$ cat src/rtl/adc_spi_pkg.sv
// rtl/adc_spi_pkg.sv - shared frame geometry and types for the ADC SPI frame reader
package adc_spi_pkg;

  localparam int FRAME_LEN  = 20;
  localparam int DATA_W     = 12;
  localparam int DATA_FIRST = 7;
  localparam int ADDR_FIRST = 2;
  localparam int CNT_W      = 5;

  typedef logic [DATA_W-1:0] sample_t;
  typedef logic [CNT_W-1:0]  count_t;

  localparam count_t CNT_LAST  = count_t'(FRAME_LEN - 1);
  localparam count_t CAP_FIRST = count_t'(DATA_FIRST);
  localparam count_t CAP_LAST  = count_t'(DATA_FIRST + DATA_W - 1);
  localparam count_t ADDR_BIT2 = count_t'(ADDR_FIRST);
  localparam count_t ADDR_BIT1 = count_t'(ADDR_FIRST + 1);
  localparam count_t ADDR_BIT0 = count_t'(ADDR_FIRST + 2);

endpackage

$ cat src/rtl/adc_spi_frame_counter.sv
// rtl/adc_spi_frame_counter.sv - wrapping frame position counter with chip-select and channel-address decode
module adc_spi_frame_counter
  import adc_spi_pkg::*;
#(
  parameter logic [2:0] CHANNEL = 3'd0
) (
  input  logic             clk,
  input  logic             rst,
  output logic [CNT_W-1:0] count,
  output logic             cs,
  output logic             din
);

  always_ff @(posedge clk or posedge rst) begin
    if (rst) begin
      count <= '0;
    end else if (count == CNT_LAST) begin
      count <= '0;
    end else begin
      count <= count + 1'b1;
    end
  end

  // cs idles high only in slot 0; the channel address goes out MSB-first right after it
  always_comb begin
    cs  = (count == '0);
    din = 1'b0;
    if (count == ADDR_BIT2) begin
      din = CHANNEL[2];
    end else if (count == ADDR_BIT1) begin
      din = CHANNEL[1];
    end else if (count == ADDR_BIT0) begin
      din = CHANNEL[0];
    end
  end

endmodule

$ cat src/rtl/adc_spi_frame_reader.sv
// rtl/adc_spi_frame_reader.sv - continuous 20-cycle SPI frame reader for a 12-bit ADC; optional ADC_SPI_DATA_VALID_EN adds data_valid
module adc_spi_frame_reader
  import adc_spi_pkg::*;
#(
  parameter logic [2:0] CHANNEL = 3'd0
) (
  input  logic              clk,
  input  logic              rst,
  input  logic              dout,
  output logic              din,
  output logic              cs,
  output logic [CNT_W-1:0]  count,
  output logic [DATA_W-1:0] data_out
`ifdef ADC_SPI_DATA_VALID_EN
  ,
  output logic              data_valid
`endif
);

  sample_t shift;
  logic    in_window;

  adc_spi_frame_counter #(
    .CHANNEL(CHANNEL)
  ) u_counter (
    .clk  (clk),
    .rst  (rst),
    .count(count),
    .cs   (cs),
    .din  (din)
  );

  assign in_window = (count >= CAP_FIRST) && (count <= CAP_LAST);

  // shift is never cleared between frames: each frame rewrites all DATA_W bits
  always_ff @(posedge clk or posedge rst) begin
    if (rst) begin
      shift <= '0;
    end else if (in_window) begin
      shift <= {shift[DATA_W-2:0], dout};
    end
  end

  always_ff @(posedge clk or posedge rst) begin
    if (rst) begin
      data_out <= '0;
    end else if (count == CNT_LAST) begin
      data_out <= shift;
    end
  end

`ifdef ADC_SPI_DATA_VALID_EN
  always_ff @(posedge clk or posedge rst) begin
    if (rst) begin
      data_valid <= 1'b0;
    end else begin
      data_valid <= (count == CNT_LAST);
    end
  end
`endif

endmodule

$ cat config.mk
export PLATFORM = sky130hd
export DESIGN_NAME = adc_spi_frame_reader
export DESIGN_NICKNAME = d
export VERILOG_FILES = /design/src/rtl/adc_spi_pkg.sv /design/src/rtl/adc_spi_frame_counter.sv /design/src/rtl/adc_spi_frame_reader.sv
export SDC_FILE = /design/constraint.sdc
export NUM_CORES = 1
export LEC_CHECK = 0
export ABC_AREA = 1
export BUFFER_PORTS_ARGS = -buffer_cell sky130_fd_sc_hd__buf_2
export CAP_MARGIN = 40
export CELL_PAD_IN_SITES_DETAIL_PLACEMENT = 0
export CELL_PAD_IN_SITES_GLOBAL_PLACEMENT = 2
export CORE_UTILIZATION = 33
export DETAILED_ROUTE_END_ITERATION = 16
export PLACE_DENSITY = 0.76
export SETUP_SLACK_MARGIN = 0.05
export SLEW_MARGIN = 10
export SYNTH_ARGS = -nofsm -noshare
export SYNTH_HDL_FRONTEND = slang
export SYNTH_HIERARCHICAL = 1
export SYNTH_SLANG_ARGS = --single-unit
$ cat constraint.sdc
create_clock -name clk -period 3.3 [get_ports clk]
set_clock_uncertainty 0.05 [all_clocks]
set_input_delay 0.165 -clock clk [delete_from_list [all_inputs] [get_ports clk]]
set_output_delay 0.165 -clock clk [all_outputs]
set_load 0.03 [all_outputs]
After elaboration in Yosys (flattened, before gate mapping)
Cells that the tools add are included.

Register bits after elaboration: 29. Memories: 0. Input bits: 3. Memory bits (writable): 0. Bits in latches: 0. Memory bits (read-only): 0.

Shift operators: 0. $add $sub $neg: 1. Divide/modulo/power cells: 0. Bitwise operators: 0. $mul: 0. Equal/unequal tests: 1. Reduce and logical (&&, ||, !) cells: 2. Magnitude comparators: 2. Multiplexer cells: 1.

Operators by type and width (number): 5-bit by 1-bit adder with 5-bit output (second input constant) (1); 5-bit == test (second input constant) (1); 5-bit by 3-bit >= comparator with 1-bit output (second input constant) (1); 5-bit <= comparator (second input constant) (1); 5-bit zero test (1); 5-bit 2-to-1 mux (1); 1-bit logical AND (1).

Logic depth before layout (Yosys ltp)
Gate-level depths: netlist (run 1).

Depth in word-level cells: 2. Gate-level depth with buffers: 7. Depth with buffers taken out: 6.

Cells and area by module
The synthesis (run 1) kept the hierarchy.

Modules (own cells, without submodules): adc_spi_frame_reader (times used 1, seq. area each 600.6 um2, area each 1017.2 um2, cells an instance 111); adc_spi_frame_counter (times used 1, seq. area each 125.1 um2, area each 256.5 um2, cells an instance 29).

Least setup slack after synthesis (run 1)
No wires, ideal clock.

Path kind: reg2out. Start point: reg u_counter.count[2]. End point: out cs. Required time: 3085 ps. Stages on the path, launching flop included: 3. Buffers on the path: 0. Data arrival time: 1278 ps. Slack: 1807 ps. Path through: dfrtp_1 -> or2_1 -> nor2_1.

Cells in the longest elaborated chain, start to end: 1.

Ends and longest elaborated chain: start, declared (line adc_spi_frame_counter.sv:9) `output logic [CNT_W-1:0] count,`; start signal, assigned (line adc_spi_frame_counter.sv:20) `count <= count + 1'b1;`; 5-bit zero test (line adc_spi_frame_counter.sv:26) `cs = (count == '0);`; end, declared (line adc_spi_frame_reader.sv:11) `output logic cs,`.

No other way between the ends.

Final worst setup path (run 1)
Same ends and word-level chain as after synthesis.

==> out/qor_table.md, run 1 <==
| Stage | Result | Value |
|---|---|---|
| synthesis | Number of unique standard cell types used by synthesis | 21 |
| layout | Nets@finish | 168 |
| synthesis | Cell count after synthesis | 140 |
| global routing | Grt peak-use layer | met2 |
| layout | Combined area of the multi-input logic cells | 436.7 um^2 |
| synthesis | Portion of the post-synthesis area used by sequential elements | 56.97% |
| global routing | Final global-route overflow total | 0 |
| layout | Proportion of layout cells with a drive suffix above 1 | 23.17% |
| critical path | Critical path peak fanout | 8 |
| timing | Post-layout min period | 1.533 ns |
| critical path | Data arrival time of the worst path | 1.32 ns |
| synthesis | Synth Net Count | 145 |
| clocking | Bufs on Longest Clock Path | 2 |
| drt | Sum of routed wire length over all layers | 2224 um |
| timing | Fmax achieved | 652.5 MHz |
| placement | DP Wirelength | 1649 um |
| placement | Final weighted congestion in routability-driven placement | 0.7158 |
| timing | Final setup vio count | 0 |
| power and ir drop | Power density of the placed cells | 492.9 nW/um^2 |
| global routing | GR Util met3 | 4.286% |
| clocking | CTS clk-pin slew, worst paths | 0.06 ns |
| power and ir drop | Leakage | 0.0008359 uW |
| drt | DR vias/cell | 4.321 |
| die | Die Footprint | 4112 um^2 |
| layout | Number of diodes | 0 |
| clocking | Worst-Skew Late Latency | 0.28 ns |
| timing | Hold Fails Final Rpt | 0 |
| clocking | CTS tree | done |
| critical path | CP Capture Type | output pin |
| global routing | Vias in the first global route | 890 |
| critical path | Kind of critical path | reg -> out |
| timing | Post-route setup TNS | 0 ns |
| die | Core Rows | 22 |
| power and ir drop | Max VDD drop | 0.1509 mV |
| clocking | Level count of the clock H-tree | 2 |
| die | Initial core utilization | 34.53% |
| hold path | Type of the most critical hold path | in -> reg |
| critical path | CP Launch Point | u_counter/count[2] |
| synthesis | Number of warnings printed during yosys synthesis | 6 |
| run | Max-capacitance violation count | 0 |
| clocking | Number of instances resized during post-cts repair | 0 |
| synthesis | Number of register bits inferred by synthesis | 29 |
| global routing | Met2 Resource Use GR | 18.75% |
| layout | Syn-to-layout area delta | 20.04% |
| global routing | Wire length of the first global-routing pass | 4015 um |
| drt | Number of DRC markers after the initial detailed-route iteration | 20 |
| drt | # DRC | 0 |
| global routing | Total Routing Usage GR | 12.97% |
| critical path | Worst reg2reg startpoint | u_counter/count[3] |
| timing | Min Hold Slack | 0.08549 ns |
| hold path | Startpoint of the worst hold path | dout |
| die | Vertical extent of the die | 64.13 um |
| synthesis | Post-Syn Area | 1274 um^2 |
| clocking | CTS Root Buffer Type | sky130_fd_sc_hd__clkbuf_8 |
| global routing | Met1 GRT Util | 17.56% |
| layout | Reg area | 725.7 um^2 |
| critical path | Required time of the worst setup path | 3.08 ns |
| drt | Antenna-violating nets left | 0 |
| run status | Result of the run | complete, no violations |
| critical path | Startpoint Class | register |
| die | Width of the die | 64.13 um |
| timing | Period utilization | 46.44% |
| drt | Pre-Repair DR Iteration Count | 4 |
| drt | Routed wire length per instance | 10.49 um |
| clocking | TritonCTS Sinks | 29 |
| synthesis | Mean Syn Cell Area | 9.098 um^2 |
| timing | RSZ-0062 raised after global routing | no |
| global routing | Antenna violations before repair | 0 |
| die | Io pins | 22 |
| die | Core Region | 3689 um^2 |
| drt | Number of vias after detailed routing | 916 |
| layout | Number of filler instances in the final layout | 398 |
| placement | Total of buffers placed on input and output ports | 20 |
| clocking | Num CTS Buffers | 5 |
| global routing | Pin count of the biggest net entering global routing | 25 |
| timing | Max Transition Viols Final | 0 |
## path summary, 6_finish.rpt
| kind | depth (start not counted) | slack (ns) | to |
|---|---|---|---|
| max | 3 | 1.77 | cs |
| min | 3 | 0.09 | shift[0] |
| max reg2reg | 6 | 1.89 | shift[8] |
| min reg2reg | 2 | 0.43 | data_out[5] |
| max in group asynchronous | 4 | 2.52 | data_out[1] |
| min in group asynchronous | 3 | 0.30 | u_counter/count[4] |
## cell usage after synthesis, drive strengths merged
cell	instances	area, um^2
ha	2	25.02
nand3b	1	20.02
inv	18	67.56
nand3	15	75.07
xnor2	1	8.760
dfrtp	29	725.7
or2	1	6.260
nand2	45	178.9
o21ai	12	67.57
clkbuf	1	7.510
buf	5	36.28
nor2	7	36.29
xor2	1	8.760
nand4	1	6.260
conb	1	3.750
## sequential cells by signal, indices dropped and copies added (netlist names)
name,cells
data_out,12
u_counter/count,5
shift,12
## cell families after synthesis
kind of cell	share of synthesized area, %
adder cells (fa/ha/maj)	1.964
AO/OA/AOI/OAI	5.305
other	0.2944
flip-flops	56.97
XOR/XNOR	1.375
AND/OR/NAND/NOR	25.34
buffers and inverters	8.742
## cell type report
type | instances | share of cell area (%)
clock buffers | 7 | 6.301
clock inverters | 1 | 0.3273
inverters | 18 | 4.419
multi-input cells | 87 | 28.56
flip-flops and latches | 29 | 47.46
well taps | 48 | 3.928
repair buffers | 22 | 9.002
## per-stage QoR
step	power, uW	util [%]	std cells	setup slack, ns	cell area (um^2)
floorplan	423.5	-	140	1.807	1274
global placement	438.1	37.69	202	1.910	1390
detailed placement	443.1	38.43	203	1.879	1418
CTS	765.6	41.45	212	1.745	1529
global route	786.9	41.45	212	1.662	1529
finish	753.6	41.45	212	1.767	1529
## cell usage in the layout (no fill, tap or decap)
master and n:
sky130_fd_sc_hd__o21ai_2 2, sky130_fd_sc_hd__clkinv_2 1, sky130_fd_sc_hd__dfrtp_1 29, sky130_fd_sc_hd__buf_16 1
sky130_fd_sc_hd__nand3_1 15, sky130_fd_sc_hd__o21ai_1 10, sky130_fd_sc_hd__ha_1 2, sky130_fd_sc_hd__buf_2 20
sky130_fd_sc_hd__inv_1 18, sky130_fd_sc_hd__nor2_2 1, sky130_fd_sc_hd__nor2_4 1, sky130_fd_sc_hd__xor2_1 1
sky130_fd_sc_hd__nand2_2 4, sky130_fd_sc_hd__nand2_1 41, sky130_fd_sc_hd__xnor2_1 1, sky130_fd_sc_hd__conb_1 1
sky130_fd_sc_hd__nand4_1 1, sky130_fd_sc_hd__nor2_1 5, sky130_fd_sc_hd__or2_1 1, sky130_fd_sc_hd__nand3b_4 1
sky130_fd_sc_hd__dlygate4sd3_1 1, sky130_fd_sc_hd__clkbuf_8 7
## worst max-delay path: stages (launching register included)
cell	delay, ns
sky130_fd_sc_hd__dfrtp_1	0.48
sky130_fd_sc_hd__or2_1	0.29
sky130_fd_sc_hd__nor2_1	0.08
sky130_fd_sc_hd__buf_2	0.20
## layer usage
layer	vias up	wire, um
li1	477	-
met1	419	1108
met2	17	985
met3	3	108
met4	0	22
met5	-	0
## repair_timing
item	in CTS	in global routing
setup buffers	0	0
setup endpoints to repair	0	0
hold endpoints to repair	13	0
hold buffers	1	0
## where the power goes
group / total [uW] / internal (uW) / switching [uW]
combinational: 55.1 / 18.6 / 36.4
clock: 318 / 188 / 130
sequential: 381 / 371 / 9.99
Note: power is estimated with default switching activity, not from simulation.
==> inputs of run 2 (changes only) <==
--- a/config.mk
+++ b/config.mk
@@ -10,9 +10,9 @@
 export CAP_MARGIN = 40
 export CELL_PAD_IN_SITES_DETAIL_PLACEMENT = 0
 export CELL_PAD_IN_SITES_GLOBAL_PLACEMENT = 2
-export CORE_UTILIZATION = 33
+export CORE_UTILIZATION = 29
 export DETAILED_ROUTE_END_ITERATION = 16
-export PLACE_DENSITY = 0.76
+export PLACE_DENSITY = 0.71
 export SETUP_SLACK_MARGIN = 0.05
 export SLEW_MARGIN = 10
 export SYNTH_ARGS = -nofsm -noshare
==> constraint.sdc (replaced) <==
create_clock -name clk -period 1.37 [get_ports clk]
set_clock_uncertainty 0.05 [all_clocks]
set_input_delay 0.0685 -clock clk [delete_from_list [all_inputs] [get_ports clk]]
set_output_delay 0.0685 -clock clk [all_outputs]
set_load 0.03 [all_outputs]
==> run 2 against run 1 <==
  * First-iteration DRC count grew to 2.8 times the previous value
  * Die area is 13% higher
  * Sequential power is 140% higher
  * Combinational power is 130% higher
  * Global-route usage is 0.50 points higher
  * Non-clock buffer count is 16 higher
  * Flip-flop and latch count stayed put
  * Worst setup slack worse by 1.8 ns
  * Core utilization is 1.2 points higher
  * Final cell count is 9.0% higher
  * Routed wire length is 31% higher
  * Register-to-register slack worse by 1.8 ns
  * Largest power group is now clock
==> out/qor_table.md, run 2 (synthesized netlist as in run 1, its figures left out) <==
| Stage | Result | Value | vs previous |
|---|---|---|---|
| critical path | CP Capture Type | output pin |  |
| critical path | Cell Chain, Critical Path | or2_4 > nor2_4 > buf_6 |  |
| clocking | Bufs on Longest Clock Path | 2 | unchanged |
| run | Max-capacitance violation count | 0 | unchanged |
| clocking | CTS tree | done |  |
| power and ir drop | Sequential cell fraction of total power | 46.4% | -4.1 points |
| run status | Result of the run | complete, no violations |  |
| layout | Most common cell after layout, fill and taps aside | sky130_fd_sc_hd__nand2_1 |  |
| timing | Min Hold Slack | 0.1940 ns | +0.1085 ns |
| placement | Placed cell area | 1430 um^2 | +0.88% |
| die | Core Rows | 23 | +4.5% |
| power and ir drop | Fraction of power spent switching nets | 22.71% | -0.67 points |
| drt | # DRC | 0 | unchanged |
| global routing | Vias in the first global route | 904 | +1.6% |
| clocking | CTS Root Buffer Type | sky130_fd_sc_hd__clkbuf_8 |  |
| critical path | Critical path peak fanout | 6 | -2 |
| layout | Proportion of layout cells with a drive suffix above 1 | 34.81% | +12 points |
| timing | RSZ-0062 raised after global routing | yes |  |
| drt | Detail Route met3 WL | 100 um | -7.4% |
| layout | Top Registers | data_out (12), shift (12), u_counter/count (5) |  |
| drt | Number of DRC markers after the initial detailed-route iteration | 56 | +180% |
| drt | M1 WL | 1511 um | +36% |
| drt | Number of vias after detailed routing | 1,024 | +12% |
| power and ir drop | Power density of the placed cells | 1125 nW/um^2 | +130% |
| timing | Final setup vio count | 0 | unchanged |
| die | Core Region | 4115 um^2 | +12% |
| placement | Final weighted congestion in routability-driven placement | 0.7123 | -0.49% |
| drt | Sum of routed wire length over all layers | 2920 um | +31% |
| die | Io pins | 22 | unchanged |
| die | Width of the die | 68.28 um | +6.5% |
| critical path | Startpoint Class | register |  |
| placement | DP Wirelength | 1736 um | +5.3% |
| power and ir drop | Max VDD drop | 0.5252 mV | +250% |
| timing | Fmax achieved | 730.3 MHz |  |
| global routing | Pin count of the biggest net entering global routing | 25 | unchanged |
| global routing | Wire length of the first global-routing pass | 4360 um | +8.6% |
| layout | Number of diodes | 0 | unchanged |
| power and ir drop | Internal power | 1526 uW | +160% |
| layout | Utilization of the core after routing | 42.66% | +1.2 points |
| clocking | CTS clk-pin slew, worst paths | 0.06 ns | about the same |
| layout | Commonest cells after routing, fill and taps aside | sky130_fd_sc_hd__nand2_1, sky130_fd_sc_hd__dfrtp_1, sky130_fd_sc_hd__buf_2 |  |
| drt | Routed wire length per instance | 12.64 um | +20% |
| global routing | Final global-route overflow total | 0 | unchanged |
| critical path | Slowest Stage Delay on Critical Path | 0.46 ns | -0.02 ns |
| clocking | Num CTS Buffers | 5 | unchanged |
| die | Die Footprint | 4661 um^2 | +13% |
| power and ir drop | Relative contribution of the clock network to total power | 47.0% | +4.8 points |
| clocking | Level count of the clock H-tree | 2 | unchanged |
| clocking | Worst-Skew Late Latency | 0.28 ns | about the same |
| timing | Hold Fails Final Rpt | 0 | unchanged |
| hold path | Type of the most critical hold path | in -> async |  |
| layout | Design area | 1755 um^2 | +15% |
| critical path | Required time of the worst setup path | 1.25 ns | -1.83 ns |
| die | Vertical extent of the die | 68.28 um | +6.5% |
| clocking | TritonCTS Sinks | 29 | unchanged |
| drt | DR vias/cell | 4.433 | +2.6% |
| power and ir drop | Net switching power of the design | 448.4 uW | +150% |
| critical path | Slowest cell on crit path | sky130_fd_sc_hd__dfrtp_2 |  |
| timing | Period utilization | 99.96% |  |
| layout | Syn-to-layout area delta | 37.82% |  |
| power and ir drop | Leakage | 0.0009500 uW | +14% |
| drt | DR WL met2 | 1281 um | +30% |
| placement | Total of buffers placed on input and output ports | 20 | unchanged |
| drt | Uppermost metal layer occupied by signal nets | met4 |  |
| layout | Fin cells | 231 | +9.0% |
| global routing | Total Routing Usage GR | 13.47% | +0.50 points |
| drt | Pre-Repair DR Iteration Count | 4 | unchanged |
| global routing | Antenna violations before repair | 0 | unchanged |
| critical path | Kind of critical path | reg -> out |  |
| die | Initial core utilization | 30.95% | -3.6 points |
| critical path | Data arrival time of the worst path | 1.25 ns | -0.07 ns |
| power and ir drop | Logic pwr share | 6.6% | -0.7 points |
| timing | Post-layout min period | 1.369 ns |  |
| timing | Post-route setup TNS | 0 ns | unchanged |
| layout | Nets@finish | 185 | +10% |
| placement | Cell Count Post-Placement | 208 | +2.5% |
| drt | Antenna-violating nets left | 0 | unchanged |
| timing | Max Transition Viols Final | 0 | unchanged |
==> run 2: cell count changes in the layout (fill, tap and decap cells not counted), sizes merged <==
cell / delta
clkinv: -1
bufinv: +1
nand3b: +1
dlygate4sd3: +1
buf: +15
==> run 2: cell type report <==
cell class	count	area, um^2
inverters	18	67.56
multi-input cells	88	508.0
clock buffers	7	86.33
fillers	410	2360
repair buffers	38	270.3
well taps	50	62.56
flip-flops and latches	29	730.7
clock inverters	1	30.03
==> run 2: final timing paths <==
check / slack, ns / start / end / cells after the start
max reg2reg: 0.10 / u_counter/count[0] / shift[3] / 7
max in group asynchronous: 0.69 / rst / shift[9] / 4
min: 0.19 / rst / u_counter/count[4] / 3
max: 0.0006 / u_counter/count[2] / cs / 3
min in group clk: 0.42 / u_counter/count[0] / u_counter/count[0] / 1
min reg2reg: 0.42 / u_counter/count[0] / u_counter/count[0] / 1
==> run 2: per-stage QoR <==
step	power [uW]	setup slack [ns]
final	1974	0.0006106
after global routing	2062	-0.03917
after CTS	1991	0.001256
after detailed placement	1060	0.09131
after global placement	1057	0.1110
after floorplan	1020	0.1055
==> run 2: routing by layer <==
| metal | vias to the layer above | GRT usage, % |
|---|---|---|
| met3 | 5 | 6.000 |
| met4 | 0 | 6.250 |
| li1 | 511 | - |
| met2 | 19 | 18.63 |
| met5 | - | 0 |
| met1 | 489 | 17.71 |
==> run 2: power by group through the flow <==
stage                     clock, uW  sequential [uW]  combinational, uW
after global routing            994              921                147
after global placement            0              932                125
after floorplan                   0              964               55.7
after CTS                       943              916                132
after detailed placement          0              932                128
final                           928              916                129
==> run 2: critical path: cells and delay by family, from the launching register on <==
family        cells  cell delay (ns)
buf+inv           1             0.13
flops             1             0.46
simple gates      2             0.38
==> run 2: timing repair <==
item | in CTS | in global routing
hold endpoints to repair | 30 | 0
gates resized for setup | 4 | 15
setup buffers | 6 | 4
gates cloned | 0 | 3
setup endpoints to repair | 1 | 27
hold buffers | 2 | 0
pin swaps | 2 | 3
==> inputs of run 3 (changes only) <==
--- a/config.mk
+++ b/config.mk
@@ -11,8 +11,10 @@
 export CELL_PAD_IN_SITES_DETAIL_PLACEMENT = 0
 export CELL_PAD_IN_SITES_GLOBAL_PLACEMENT = 2
 export CORE_UTILIZATION = 29
+export CTS_CLUSTER_SIZE = 12
 export DETAILED_ROUTE_END_ITERATION = 16
 export PLACE_DENSITY = 0.71
+export RECOVER_POWER = 50
 export SETUP_SLACK_MARGIN = 0.05
 export SLEW_MARGIN = 10
 export SYNTH_ARGS = -nofsm -noshare
==> constraint.sdc (replaced) <==
create_clock -name clk -period 1.2 [get_ports clk]
set_clock_uncertainty 0.05 [all_clocks]
set_input_delay 0.06 -clock clk [delete_from_list [all_inputs] [get_ports clk]]
set_output_delay 0.06 -clock clk [all_outputs]
set_load 0.03 [all_outputs]
==> run 3 against run 2 <==
  * The run now ends with setup timing left
  * Clock power fell by 15%
  * Power rose by 1.0%
  * Non-clock buffer count rose by 4
  * Worst hold slack got worse by 0.028 ns
  * Core utilization rose by 5.4 points
  * Sequential share of layout area fell by 4.6 points
  * Critical path depth did not move
  * Global-route usage rose by 1.3 points
  * Sequential power rose by 15%
  * Flip-flop and latch count did not move
  * Critical endpoint unchanged
  * Routed wire length rose by 5.8%
==> out/qor_table.md, run 3 (synthesized netlist as in run 1, its figures left out) <==
| Stage | Result | Value | vs previous |
|---|---|---|---|
| critical path | Crit path buffers/inverters | 1 | unchanged |
| timing | Worst-margin pin slew | 0.5985 ns |  |
| clocking | CTS clk-pin slew, worst paths | 0.06 ns | about the same |
| drt | Pre-Repair DR Iteration Count | 4 | unchanged |
| power and ir drop | Power density of the placed cells | 1008 nW/um^2 | -10% |
| clocking | TritonCTS Sinks | 29 | unchanged |
| run status | Result of the run | complete, but fails checks |  |
| drt | # DRC | 0 | unchanged |
| layout | Number of filler instances in the final layout | 393 | -4.1% |
| placement | DP Wirelength | 1771 um | +2.0% |
| placement | Total of buffers placed on input and output ports | 20 | unchanged |
| timing | Worst slew margin relative to its limit | 60.10% |  |
| clocking | Worst-Skew Late Latency | 0.28 ns | about the same |
| die | Core Region | 4115 um^2 | unchanged |
| die | Io pins | 22 | unchanged |
| critical path | Required time of the worst setup path | 1.09 ns | -0.16 ns |
| clocking | Num CTS Buffers | 5 | unchanged |
| layout | Combined area of the multi-input logic cells | 683.2 um^2 | +34% |
| global routing | Wire length of the first global-routing pass | 4954 um | +14% |
| layout | Number of diodes | 0 | unchanged |
| layout | Syn-to-layout area delta | 55.40% |  |
| drt | Routed wire length per instance | 12.97 um | +2.6% |
| timing | RSZ-0062 raised after global routing | yes |  |
| layout | Nets@finish | 192 | +3.8% |
| timing | Fmax achieved | 768.0 MHz |  |
| critical path | Worst reg2reg startpoint | u_counter/count[2] |  |
| layout | Utilization of the core after routing | 48.10% | +5.4 points |
| power and ir drop | Leakage | 0.001085 uW | +14% |
| critical path | Critical path peak fanout | 3 | -3 |
| critical path | Number of cells traversed by the worst register-to-register path | 6 | -1 |
| timing | Max Transition Viols Final | 0 | unchanged |
| die | Vertical extent of the die | 68.28 um | unchanged |
| timing | Hold Fails Final Rpt | 0 | unchanged |
| hold path | Type of the most critical hold path | in -> async |  |
| global routing | Antenna violations before repair | 0 | unchanged |
| timing | Period utilization | 108.5% |  |
| clocking | Level count of the clock H-tree | 2 | unchanged |
| die | Core Rows | 23 | unchanged |
| die | Width of the die | 68.28 um | unchanged |
| drt | Sum of routed wire length over all layers | 3088 um | +5.8% |
| global routing | Pin count of the biggest net entering global routing | 25 | unchanged |
| power and ir drop | Max VDD drop | 0.3333 mV | -37% |
| layout | Top Registers | data_out (12), shift (12), u_counter/count (5) |  |
| critical path | CP Capture Type | output pin |  |
| layout | Reg area | 732.0 um^2 | +0.17% |
| global routing | Final global-route overflow total | 0 | unchanged |
| critical path | Cell Chain, Critical Path | or2_4 > nor2_4 > buf_6 |  |
| global routing | Total Routing Usage GR | 14.79% | +1.3 points |
| drt | DR vias/cell | 4.441 | +0.19% |
| layout | Commonest cells after routing, fill and taps aside | sky130_fd_sc_hd__nand2_1, sky130_fd_sc_hd__dfrtp_1, sky130_fd_sc_hd__nand2_2 |  |
| die | Initial core utilization | 30.95% | unchanged |
| placement | Final weighted congestion in routability-driven placement | 0.6928 | -2.7% |
| clocking | CTS Root Buffer Type | sky130_fd_sc_hd__clkbuf_8 |  |
| critical path | Worst R2R End | data_out[7] |  |
| drt | Antenna-violating nets left | 0 | unchanged |
| timing | Post-route setup slack | -0.1021 ns | -0.1027 ns |
| drt | Number of vias after detailed routing | 1,057 | +3.2% |
| run status | Failing checks | setup timing |  |
| critical path | Startpoint Class | register |  |
| global routing | Vias in the first global route | 1,082 | +20% |
| die | Die Footprint | 4661 um^2 | unchanged |
| critical path | Cell class contributing the biggest share of worst-path delay | flip-flops |  |
| critical path | Slowest Stage Delay on Critical Path | 0.43 ns | -0.03 ns |
| critical path | Register-to-register setup slack | -0.08 ns | -0.18 ns |
| timing | Post-layout min period | 1.302 ns |  |
| critical path | Slowest cell on crit path | sky130_fd_sc_hd__dfrtp_2 |  |
| layout | Design area | 1979 um^2 | +13% |
| critical path | Kind of critical path | reg -> out |  |
| layout | Proportion of layout cells with a drive suffix above 1 | 55.32% | +21 points |
| timing | Final setup vio count | 28 | +28 |
| layout | Most common cell after layout, fill and taps aside | sky130_fd_sc_hd__nand2_1 |  |
| critical path | Data arrival time of the worst path | 1.19 ns | -0.06 ns |
| run | Max-capacitance violation count | 0 | unchanged |
| clocking | CTS tree | done |  |
| placement | Placed cell area | 1484 um^2 | +3.8% |
| timing | Min Hold Slack | 0.1662 ns | -0.02773 ns |
| drt | Number of DRC markers after the initial detailed-route iteration | 36 | -36% |
| clocking | Bufs on Longest Clock Path | 2 | unchanged |
-- run 3: cell types whose count changed in the layout (fill, tap and decap cells not counted), moves of 3 or more --
cell                      delta
sky130_fd_sc_hd__nand2_2    +14
sky130_fd_sc_hd__nand2_1    -13
sky130_fd_sc_hd__buf_6      +11
sky130_fd_sc_hd__nand3_1    -11
sky130_fd_sc_hd__nand3_2    +11
sky130_fd_sc_hd__buf_2       -5
sky130_fd_sc_hd__buf_4       -4
sky130_fd_sc_hd__o21ai_1     -4
sky130_fd_sc_hd__o21ai_2     +4
sky130_fd_sc_hd__inv_1       -3
sky130_fd_sc_hd__inv_2       +3
-- run 3: through the flow --
step / setup TNS, ns / worst slack [ns] / power, uW / cells
2_1_floorplan: -0.4787 / -0.04303 / 1164 / 140
3_3_place_gp: 0 / 0.01584 / 1205 / 213
3_5_place_dp: -0.01094 / -0.01047 / 1209 / 213
4_1_cts: -1.239 / -0.1068 / 2010 / 235
5_1_grt: -3.027 / -0.1371 / 2089 / 238
6_report: -1.632 / -0.1021 / 1995 / 238
-- run 3: timing repair --
action,4_1_cts,5_1_grt
endpoints found under the setup margin,30,32
endpoints found under the hold margin,30,0
pin swaps,19,8
setup buffers,7,3
resized for setup,44,24
hold buffers,2,0
cloned,5,0
-- run 3: how the worst max path moves through the flow --
stage / start / to / slack, ns / cells past startpoint
6_report: u_counter/count[2] / cs / -0.10 / 3
5_1_grt: u_counter/count[0] / cs / -0.14 / 5
4_1_cts: u_counter/count[3] / cs / -0.11 / 3
3_5_place_dp: u_counter/count[3] / data_out[10] / -0.01 / 4
3_3_place_gp: u_counter/count[0] / data_out[10] / 0.02 / 4
2_1_floorplan: u_counter/count[3] / shift[0] / -0.04 / 7
-- run 3: area by class of cell --
| cell class | count | area share, % |
|---|---|---|
| clock inverters | 3 | 0.8850 |
| flip-flops and latches | 29 | 36.98 |
| multi-input cells | 91 | 34.51 |
| clock buffers | 5 | 3.477 |
| repair buffers | 42 | 17.57 |
| well taps | 50 | 3.161 |
| inverters | 18 | 3.413 |
-- run 3: report_power, final --
part           switching [uW]  internal, uW  total [uW]
Clock                     387           399         786
Combinational             103          52.5         156
Sequential               33.3          1020        1050
Total                     524          1470        1990
-- run 3: per-layer routing --
layer | up-vias | part of all wire, % | routed length (um) | global-route usage, %
li1 | 533 | - | - | -
met1 | 499 | 45 | 1400 | 17.86
met2 | 20 | 49 | 1521 | 24.14
met3 | 5 | 4.2 | 130 | 4.500
met4 | 0 | 1.2 | 36 | 6.250
met5 | - | 0 | 0 | 0
-- run 3: tightest hold or removal path, cell delays in order --
cell                            delay, ns
sky130_fd_sc_hd__dlygate4sd3_1       0.53
sky130_fd_sc_hd__buf_1               0.10
sky130_fd_sc_hd__inv_1               0.17
